`src/rtl/ccm_pkg.sv`:
```
`default_nettype none
// +--------------------------------------------------------------------------+
// | Module      : ccm_pkg                                                    |
// | Description : Shared types and constants for the chromatic-adaptation    |
// |               frame scheduler and its pixel processor.                   |
// | Contents    : state_e  - frame scheduler states                          |
// |               PIX_W    - packed sRGB pixel width                         |
// |               Q_*      - Q16.16 fixed-point constants for the matrices   |
// | Revision    : 1.0 - initial release                                      |
// +--------------------------------------------------------------------------+
package ccm_pkg;

   localparam int PIX_W = 24;

   // Q16.16 format used by the processor's Bradford matrix coefficients.
   localparam int Q_W         = 32;
   localparam int Q_FRAC_BITS = 16;
   localparam logic signed [Q_W-1:0] Q_ONE  = 32'sh0001_0000;
   localparam logic signed [Q_W-1:0] Q_ZERO = 32'sh0000_0000;

   typedef enum logic [3:0] {
      IDLE     = 4'd0,
      SWAP     = 4'd1,
      FETCH    = 4'd2,
      WAIT_RD  = 4'd3,
      ISSUE    = 4'd4,
      WAIT_RES = 4'd5,
      WRITE    = 4'd6,
      DONE     = 4'd7,
      DRAIN    = 4'd8
   } state_e;

endpackage : ccm_pkg
`default_nettype wire

```
`src/rtl/ccm_timeout_counter.sv`:
```
`default_nettype none
// +--------------------------------------------------------------------------+
// | Module      : ccm_timeout_counter                                        |
// | Description : Saturating watchdog for an outstanding processor result.   |
// |               Counts enabled cycles from a clear; expired_o is high      |
// |               while enabled on the TIMEOUT-th cycle after the clear.     |
// | Ports       : clk, rst_n (async, active low)                             |
// |               clear_i   - restart the count from zero                    |
// |               enable_i  - count this cycle                               |
// |               expired_o - count has reached TIMEOUT-1                    |
// | Revision    : 1.0 - initial release                                      |
// +--------------------------------------------------------------------------+
module ccm_timeout_counter #(
   parameter int TIMEOUT = 64
) (
   input  logic clk,
   input  logic rst_n,
   input  logic clear_i,
   input  logic enable_i,
   output logic expired_o
);

   localparam int CNT_W = (TIMEOUT > 2) ? $clog2(TIMEOUT) : 1;
   localparam logic [CNT_W-1:0] LIMIT = CNT_W'(TIMEOUT - 1);

   logic [CNT_W-1:0] cnt_q;

   always_ff @(posedge clk or negedge rst_n) begin
      if (!rst_n) begin
         cnt_q <= '0;
      end else if (clear_i) begin
         cnt_q <= '0;
      end else if (enable_i && !expired_o) begin
         cnt_q <= cnt_q + 1'b1;
      end
   end

   assign expired_o = enable_i && (cnt_q == LIMIT);

endmodule : ccm_timeout_counter
`default_nettype wire

```
`src/rtl/ccm_frame_scheduler.sv`:
```
`default_nettype none
// +--------------------------------------------------------------------------+
// | Module      : ccm_frame_scheduler                                        |
// | Description : Streams one frame from the source buffer through the       |
// |               chromatic-adaptation processor into the destination        |
// |               buffer, one pixel outstanding at a time. Owns the          |
// |               processor's matrix_valid qualifier and only swaps in a new |
// |               matrix between frames.                                     |
// | Ports       : clk, rst_n (async, active low)                             |
// |               start_i / abort_i / mat_update_i - control pulses          |
// |               mat_load_o, proc_mat_valid_o     - matrix register ctrl    |
// |               rd_en_o, rd_addr_o, rd_data_i    - source buffer           |
// |               proc_*                           - processor input hs      |
// |               res_rgb_i, res_valid_i           - processor result        |
// |               wr_en_o, wr_addr_o, wr_data_o    - destination buffer      |
// |               cur_line_o, busy_o, frame_done_o, err_o - status           |
// | Revision    : 1.0 - initial release                                      |
// +--------------------------------------------------------------------------+
module ccm_frame_scheduler
   import ccm_pkg::*;
#(
   parameter int H_RES   = 800,
   parameter int V_RES   = 480,
   parameter int ADDR_W  = 19,
   parameter int TIMEOUT = 64
) (
   input  logic              clk,
   input  logic              rst_n,
   input  logic              start_i,
   input  logic              abort_i,
   input  logic              mat_update_i,
   output logic              mat_load_o,
   output logic              proc_mat_valid_o,
   output logic              rd_en_o,
   output logic [ADDR_W-1:0] rd_addr_o,
   input  logic [PIX_W-1:0]  rd_data_i,
   output logic [PIX_W-1:0]  proc_rgb_o,
   output logic              proc_valid_o,
   input  logic              proc_ready_i,
   input  logic [PIX_W-1:0]  res_rgb_i,
   input  logic              res_valid_i,
   output logic              wr_en_o,
   output logic [ADDR_W-1:0] wr_addr_o,
   output logic [PIX_W-1:0]  wr_data_o,
   output logic [9:0]        cur_line_o,
   output logic              busy_o,
   output logic              frame_done_o,
   output logic              err_o
);

   localparam logic [ADDR_W-1:0] LAST_ADDR = ADDR_W'(H_RES * V_RES - 1);
   localparam int                COL_W     = (H_RES > 1) ? $clog2(H_RES) : 1;
   localparam logic [COL_W-1:0]  COL_LAST  = COL_W'(H_RES - 1);

   state_e            state_q;
   logic              mat_pending_q;
   logic              proc_mat_valid_q;
   logic              mat_load_q;
   logic              rd_en_q;
   logic              proc_valid_q;
   logic              wr_en_q;
   logic              busy_q;
   logic              frame_done_q;
   logic              err_q;
   logic              res_seen_q;
   logic [ADDR_W-1:0] addr_q;
   logic [ADDR_W-1:0] rd_addr_q;
   logic [ADDR_W-1:0] wr_addr_q;
   logic [PIX_W-1:0]  pix_q;
   logic [PIX_W-1:0]  wr_data_q;
   logic [COL_W-1:0]  col_q;
   logic [9:0]        line_q;

   logic              tmo_clear;
   logic              tmo_enable;
   logic              tmo_expired;
   logic [ADDR_W-1:0] addr_nxt;

   // The watchdog starts on the accepted handshake and keeps running into
   // DRAIN so an abort never extends the total wait for a lost result.
   assign tmo_clear  = (state_q == ISSUE) && proc_ready_i;
   assign tmo_enable = (state_q == WAIT_RES) || (state_q == DRAIN);
   assign addr_nxt   = addr_q + 1'b1;

   ccm_timeout_counter #(
      .TIMEOUT   (TIMEOUT)
   ) u_timeout (
      .clk       (clk),
      .rst_n     (rst_n),
      .clear_i   (tmo_clear),
      .enable_i  (tmo_enable),
      .expired_o (tmo_expired)
   );

   // Outputs are registered: each strobe/qualifier is set on the transition
   // into the state that owns it, so it is valid for exactly that state.
   always_ff @(posedge clk or negedge rst_n) begin
      if (!rst_n) begin
         state_q          <= IDLE;
         mat_pending_q    <= 1'b0;
         proc_mat_valid_q <= 1'b0;
         mat_load_q       <= 1'b0;
         rd_en_q          <= 1'b0;
         proc_valid_q     <= 1'b0;
         wr_en_q          <= 1'b0;
         busy_q           <= 1'b0;
         frame_done_q     <= 1'b0;
         err_q            <= 1'b0;
         res_seen_q       <= 1'b0;
         addr_q           <= '0;
         rd_addr_q        <= '0;
         wr_addr_q        <= '0;
         pix_q            <= '0;
         wr_data_q        <= '0;
         col_q            <= '0;
         line_q           <= '0;
      end else begin
         mat_load_q   <= 1'b0;
         rd_en_q      <= 1'b0;
         wr_en_q      <= 1'b0;
         frame_done_q <= 1'b0;

         if (mat_update_i) begin
            mat_pending_q <= 1'b1;
         end

         case (state_q)
            IDLE: begin
               if (mat_pending_q) begin
                  // Later assignment wins: entering SWAP consumes the request.
                  mat_pending_q <= 1'b0;
                  mat_load_q    <= 1'b1;
                  busy_q        <= 1'b1;
                  state_q       <= SWAP;
               end else if (start_i) begin
                  if (proc_mat_valid_q) begin
                     err_q     <= 1'b0;
                     addr_q    <= '0;
                     col_q     <= '0;
                     line_q    <= '0;
                     rd_addr_q <= '0;
                     rd_en_q   <= 1'b1;
                     busy_q    <= 1'b1;
                     state_q   <= FETCH;
                  end else begin
                     err_q <= 1'b1;
                  end
               end
            end

            SWAP: begin
               proc_mat_valid_q <= 1'b1;
               busy_q           <= 1'b0;
               state_q          <= IDLE;
            end

            FETCH: begin
               if (abort_i) begin
                  busy_q  <= 1'b0;
                  state_q <= IDLE;
               end else begin
                  state_q <= WAIT_RD;
               end
            end

            WAIT_RD: begin
               if (abort_i) begin
                  busy_q  <= 1'b0;
                  state_q <= IDLE;
               end else begin
                  pix_q        <= rd_data_i;
                  proc_valid_q <= 1'b1;
                  state_q      <= ISSUE;
               end
            end

            ISSUE: begin
               if (proc_ready_i) begin
                  proc_valid_q <= 1'b0;
                  // An abort on the accepting cycle still leaves a result in
                  // flight, so it must be drained rather than dropped.
                  res_seen_q   <= 1'b0;
                  state_q      <= abort_i ? DRAIN : WAIT_RES;
               end else if (abort_i) begin
                  proc_valid_q <= 1'b0;
                  busy_q       <= 1'b0;
                  state_q      <= IDLE;
               end
            end

            WAIT_RES: begin
               if (abort_i) begin
                  // Remember a result arriving with the abort so DRAIN can
                  // leave on its first cycle.
                  res_seen_q <= res_valid_i;
                  state_q    <= DRAIN;
               end else if (res_valid_i) begin
                  wr_en_q   <= 1'b1;
                  wr_addr_q <= addr_q;
                  wr_data_q <= res_rgb_i;
                  state_q   <= WRITE;
               end else if (tmo_expired) begin
                  err_q   <= 1'b1;
                  busy_q  <= 1'b0;
                  state_q <= IDLE;
               end
            end

            DRAIN: begin
               if (res_seen_q || res_valid_i || tmo_expired) begin
                  busy_q  <= 1'b0;
                  state_q <= IDLE;
               end
            end

            WRITE: begin
               if (abort_i) begin
                  busy_q  <= 1'b0;
                  state_q <= IDLE;
               end else if (addr_q == LAST_ADDR) begin
                  frame_done_q <= 1'b1;
                  state_q      <= DONE;
               end else begin
                  addr_q    <= addr_nxt;
                  rd_addr_q <= addr_nxt;
                  rd_en_q   <= 1'b1;
                  state_q   <= FETCH;
                  if (col_q == COL_LAST) begin
                     col_q  <= '0;
                     line_q <= line_q + 10'd1;
                  end else begin
                     col_q <= col_q + 1'b1;
                  end
               end
            end

            DONE: begin
               busy_q  <= 1'b0;
               state_q <= IDLE;
            end

            default: begin
               proc_valid_q <= 1'b0;
               busy_q       <= 1'b0;
               state_q      <= IDLE;
            end
         endcase
      end
   end

   assign mat_load_o       = mat_load_q;
   assign proc_mat_valid_o = proc_mat_valid_q;
   assign rd_en_o          = rd_en_q;
   assign rd_addr_o        = rd_addr_q;
   assign proc_rgb_o       = pix_q;
   assign proc_valid_o     = proc_valid_q;
   assign wr_en_o          = wr_en_q;
   assign wr_addr_o        = wr_addr_q;
   assign wr_data_o        = wr_data_q;
   assign cur_line_o       = line_q;
   assign busy_o           = busy_q;
   assign frame_done_o     = frame_done_q;
   assign err_o            = err_q;

endmodule : ccm_frame_scheduler
`default_nettype wire

```
`config.mk`:
```
export PLATFORM = sky130hd
export DESIGN_NAME = ccm_frame_scheduler
export DESIGN_NICKNAME = d
export VERILOG_FILES = /design/src/rtl/ccm_pkg.sv /design/src/rtl/ccm_timeout_counter.sv /design/src/rtl/ccm_frame_scheduler.sv
export SDC_FILE = /design/constraint.sdc
export NUM_CORES = 1
export LEC_CHECK = 0
export CORE_MARGIN = 8
export CORE_UTILIZATION = 46
export DETAILED_ROUTE_END_ITERATION = 8
export HOLD_SLACK_MARGIN = 0.06
export PLACE_DENSITY = 0.88
export SETUP_SLACK_MARGIN = 0.15
export SYNTH_ARGS = -nofsm -noshare
export SYNTH_HDL_FRONTEND = slang
export SYNTH_SLANG_ARGS = --single-unit
```
`constraint.sdc`:
```
create_clock -name clk -period 4.4 [get_ports clk]
set_clock_uncertainty 0.2 [all_clocks]
set_input_delay 0.88 -clock clk [delete_from_list [all_inputs] [get_ports clk]]
set_output_delay 0.88 -clock clk [all_outputs]
set_load 0.03 [all_outputs]
```
== After elaboration in Yosys (flattened, before gate mapping) ==
Cells that the tools add are included.
Storage, ports and cells
  output and inout port bits: 104
  input bits: 55
  flip-flop bits (word level): 126
Operators by class
  bitwise logic cells: 2
  mux-type cells: 75
  add/subtract/negate cells: 4
  equality and inequality tests: 29
  reduce and logical (&&, ||, !) cells: 23
Operator list (count)
  2-to-1 mux 19 bit: 5
  2-to-1 mux 10 bit: 9
  2-to-1 mux 4 bit: 10
  case mux 10 bit (2 select lines): 2
  case mux 19 bit (2 select lines): 1
  2-to-1 mux 1 bit: 36
  case mux 4 bit (7 select lines): 1
  inequality test 2 bit, second input constant: 13
  adder 10 x 1 -> 10 bit, second input constant: 2
  adder 19 x 1 -> 19 bit, second input constant: 1
  equality test 19 bit, second input constant: 1
  equality test 4 x 3 -> 1 bit, second input constant: 4
  AND reduction 7 bit: 2
  2-to-1 mux 6 bit: 2
  AND reduction 6 bit: 2
  equality test 10 bit, second input constant: 1
  2-to-1 mux 3 bit: 3
  inequality test 3 bit, second input constant: 3
  AND reduction 3 bit: 3
  equality test 4 x 2 -> 1 bit, second input constant: 2
  nonzero test 2 bit: 4
  OR reduction 7 bit: 1
  adder 6 x 1 -> 6 bit, second input constant: 1
  equality test 6 bit, second input constant: 1
  16 further kinds: 23

== Depth between registers and ports, before layout ==
  depth in word-level cells: 7
  gate-level depth with buffers: 7
  gate-level depth less buffers: 6

== Cells and area by module ==
A second synthesis with hierarchy kept.
Second synthesis, totals
  cell total of the unflattened synthesis: 508
  area total of the unflattened synthesis: 5909.4 um2
By module, submodules not included
  ccm_frame_scheduler: instances 1, seq. area each 3002.9 um2, cells an instance 466, area an instance 5535.3 um2
  ccm_timeout_counter: instances 1, seq. area each 150.1 um2, cells an instance 42, area an instance 374.1 um2

== Least setup slack after synthesis ==
OpenSTA, ideal clock, no wires.
  path type: flip-flop to flip-flop
  from: register, netlist name rd_addr_o[13]
  to: register line_q[3], in the netlist cur_line_o[3]
  data required time: 4.079 ns
  buffers on the path: 1
  stages on the path, launching flop included: 7
  path slack: 1.923 ns
  data arrival time: 2.156 ns
  path through: dfrtp_1 nand3b_1 or4_4 buf_6 or4_4 and3_4 a22o_1
RTL lines
  end signal, assigned: RTL line ccm_frame_scheduler.sv:230  | line_q <= line_q + 10'd1;
  end, declared: RTL line ccm_frame_scheduler.sv:72  | logic [9:0] line_q;

== Final worst setup path ==
  from: input port abort_i
  to: register pix_q[13], in the netlist proc_rgb_o[13]
Between the ends
  word-level cells in the longest chain between the ends: 2
Ends and longest elaborated chain
  start, declared: RTL line ccm_frame_scheduler.sv:30  | input logic abort_i,
  NOT 1 bit (no source line)
  AND reduction 2 bit (no source line)
  end signal, assigned: RTL line ccm_frame_scheduler.sv:171  | pix_q <= rd_data_i;
  end, declared: RTL line ccm_frame_scheduler.sv:69  | logic [PIX_W-1:0] pix_q;
Every way passes these cells.
A chain may end at the register's enable or synchronous reset.

==> impl_metrics.json <==
{
  "status": "complete, no violations",
  "grt_pass1_vias": 5062,
  "worst_path_largest_cell_delay_ns": 1.03,
  "fillerInstances": 966,
  "wl_um": 16100,
  "slowest_stage": "nor3_4",
  "clk-insertion-delay-late_ns": 0.42,
  "clock-sinks": 126,
  "cts_buffers": 17,
  "synthesis.area_um2": 5850,
  "maxCapViolations": 0,
  "finalSetupTns_ns": 0,
  "required_ns": 4.50,
  "multi_input_area_um2": 2510,
  "cts_tree": "done",
  "drive_above_1_share_pct": 13.5,
  "nets": 767,
  "hold_viol_final": 0,
  "synth.yosys.seq_area_share_pct": 53.9,
  "antenna_found_initial": 0,
  "synthTopCellsByArea": "dfrtp_1, mux2_2, nand2_1, o21ai_0, a21oi_1",
  "rsz0062_at_grt": "false",
  "hold_buffers": 0,
  "finalSetupViolations": 0,
  "postSynthAreaPerCell_um2": 10.6,
  "htreeDepth": 4,
  "relSlewSlack_pct": 29.3,
  "crit_path_end_kind": "register",
  "antenna_left": 0,
  "drt_iter0_drc": 430,
  "grt_max_degree": 84,
  "final_common_cell": "clkdlybuf4s50_1",
  "ys_warn_count": 0,
  "async_flop_share_pct": 100,
  "irDropWorstVdd_mv": 0.338,
  "reg2reg_depth": 6,
  "critPathLaunchType": "input port",
  "die_w_um": 129,
  "seqCellArea_um2": 3150,
  "cts_buffer_depth": 2,
  "cts_setup_buffers": 0,
  "timing.final.crit_share_pct": 69.7,
  "vias": 4990,
  "netlist_instances": 554,
  "grt-ovfl-total": 0,
  "clock.fmax_mhz": 326,
  "num_rows": 41,
  "hold_start": "wr_data_o[22]$_DFFE_PN0P_",
  "grt_pass1_wl_um": 25800,
  "whs_path_depth": 2,
  "drc": 0,
  "drt-pass1-iter-count": 5,
  "synth_edf_count": 0,
  "grtUsageTotal_pct": 19.7,
  "hold_class": "reg -> reg",
  "cts.reportedPaths.clkPinSlew_ns": 0.06,
  "cts_resized": 0,
  "worstMarginPinSlew_ns": 1.06,
  "die-area_um2": 16600,
  "worstSetupPathType": "in -> reg",
  "yosysTopAreaCell": "dfrtp_1",
  "period_minus_slack_ns": 3.07,
  "io_buffers": 158,
  "ys_types": 61,
  "holdPathEnd": "wr_data_o[22]$_DFFE_PN0P_",
  "clockRootBuffer": "clkbuf_16",
  "via_per_inst": 5.59,
  "p_per_area_nw_per_um2": 579,
  "place_congestion": 0.879,
  "syn_to_final_growth_pct": 39.1,
  "worst-path-max-fanout": 24,
  "antenna_cells": 0,
  "final_cell_mix": "clkdlybuf4s50_1, dfrtp_1, nand2_1, mux2_2",
  "top_level_ports": 159,
  "slew_viol_final": 0,
  "cp.arrival_ns": 3.16,
  "cp_cell_sequence": "clkdlybuf4s50_1, nor3_4, mux2_2",
  "wl_per_cell_um": 18.0,
  "finish.utilization_pct": 65.0,
  "netlist.area_leader.share_pct": 53.9,
  "synth_fp_nets": 613,
  "synth_top_flop_cell": "dfrtp_1",
  "fp.dieH_um": 129,
  "r2r_start": "state_q[3]$_DFFE_PN0P_",
  "r2r_setup_slack_ns": 1.51,
  "start_util_pct": 46.7,
  "power.leakage_uw": 0.00353,
  "hpwl_um": 11400,
  "coreArea_um2": 12500,
  "reg2reg_to": "rd_addr_o[17]$_DFFE_PN0P_",
  "synth_seq_cells": 126
}
worst max-delay path, delay by kind of cell:
kind                   cells  cell delay, ns
AND/OR/NAND/NOR            1            1.03
buffers and inverters      1            0.80
multiplexers               1            0.43
where the power goes:
part / internal [uW] / switching [uW] / leakage [uW]
clock network: 889 / 503 / 0.000288
registers: 1450 / 231 / 0.00168
logic: 708 / 926 / 0.00157
metal layers:
metal | vias to the layer above | part of all wire, % | global-route usage, %
li1 | 2295 | - | -
met1 | 2472 | 40 | 22.3
met2 | 177 | 52 | 33.7
met3 | 46 | 4.9 | 4.92
met4 | 0 | 3.6 | 10.1
met5 | - | 0 | 0
synth_stat cells (4+ instances only):
master and number:
nand3_1 22, inv_1 11, clkbuf_1 10, o21ai_0 26
o211ai_1 4, nor2_1 26, ha_1 4, nor2b_1 6
o31ai_1 12, o41ai_1 4, mux2i_1 5, mux2_2 42
nor4_1 4, nand4_1 6, nand2_1 102, a22o_1 8
dfrtp_1 126, and2_1 6, buf_2 13, or3_1 7
o2111ai_1 4, a21oi_1 22, and3_1 8, nor3_1 5
or4_1 5, xnor2_1 6
per-stage QoR:
stage / hold WS (ns) / worst slack (ns) / instance area [um2] / total power, uW / std cells
CTS: 0.283 / 1.35 / 8130 / 4740 / 893
finish: 0.275 / 1.33 / 8130 / 4710 / 893
global placement: 0.257 / 1.04 / 7540 / 3270 / 861
global route: 0.304 / 1.19 / 8130 / 4920 / 893
detailed placement: 0.269 / 0.916 / 7540 / 3340 / 861
floorplan: 0.259 / 1.92 / 5850 / 2610 / 554
worst max-delay path by stage:
| stage | from | to |
|---|---|---|
| final | abort_i | proc_rgb_o[13]$_DFFE_PN0P_ |
| after global routing | abort_i | proc_rgb_o[7]$_DFFE_PN0P_ |
| after CTS | abort_i | proc_rgb_o[7]$_DFFE_PN0P_ |
| after detailed placement | abort_i | proc_rgb_o[7]$_DFFE_PN0P_ |
| after global placement | abort_i | proc_rgb_o[11]$_DFFE_PN0P_ |
| after floorplan | rd_addr_o[13]$_DFFE_PN0P_ | cur_line_o[3]$_DFFE_PN0P_ |
cells by family (layout without fill, tap and decap cells):
| group | after synthesis | count (layout) | synth area share [%] |
|---|---|---|---|
| AND/OR/NAND/NOR | 226 | 226 | 19.9 |
| flip-flops | 126 | 126 | 53.9 |
| AO/OA/AOI/OAI | 103 | 103 | 11.7 |
| multiplexers | 47 | 47 | 8.94 |
| buffers and inverters | 39 | 206 | 3.25 |
| XOR/XNOR | 9 | 9 | 1.35 |
| adder cells (fa/ha/maj) | 4 | 4 | 0.856 |
state kept, by name (all words and copies together), names as in the netlist, 4 cells and up:
signal and flops:
col_q 10, wr_data_o 24, rd_addr_o 19, proc_rgb_o 24
wr_addr_o 19, u_timeout.cnt_q 6, state_q 4, cur_line_o 10
cell type report:
type                    count  area share, %
repair buffers            163           19.9
clock inverters            10           1.37
clock buffers              22           5.95
multi-input cells         389           30.9
well taps                 172           2.65
inverters                  11          0.508
flip-flops and latches    126           38.8
Note: power is estimated with default switching activity, not from simulation.
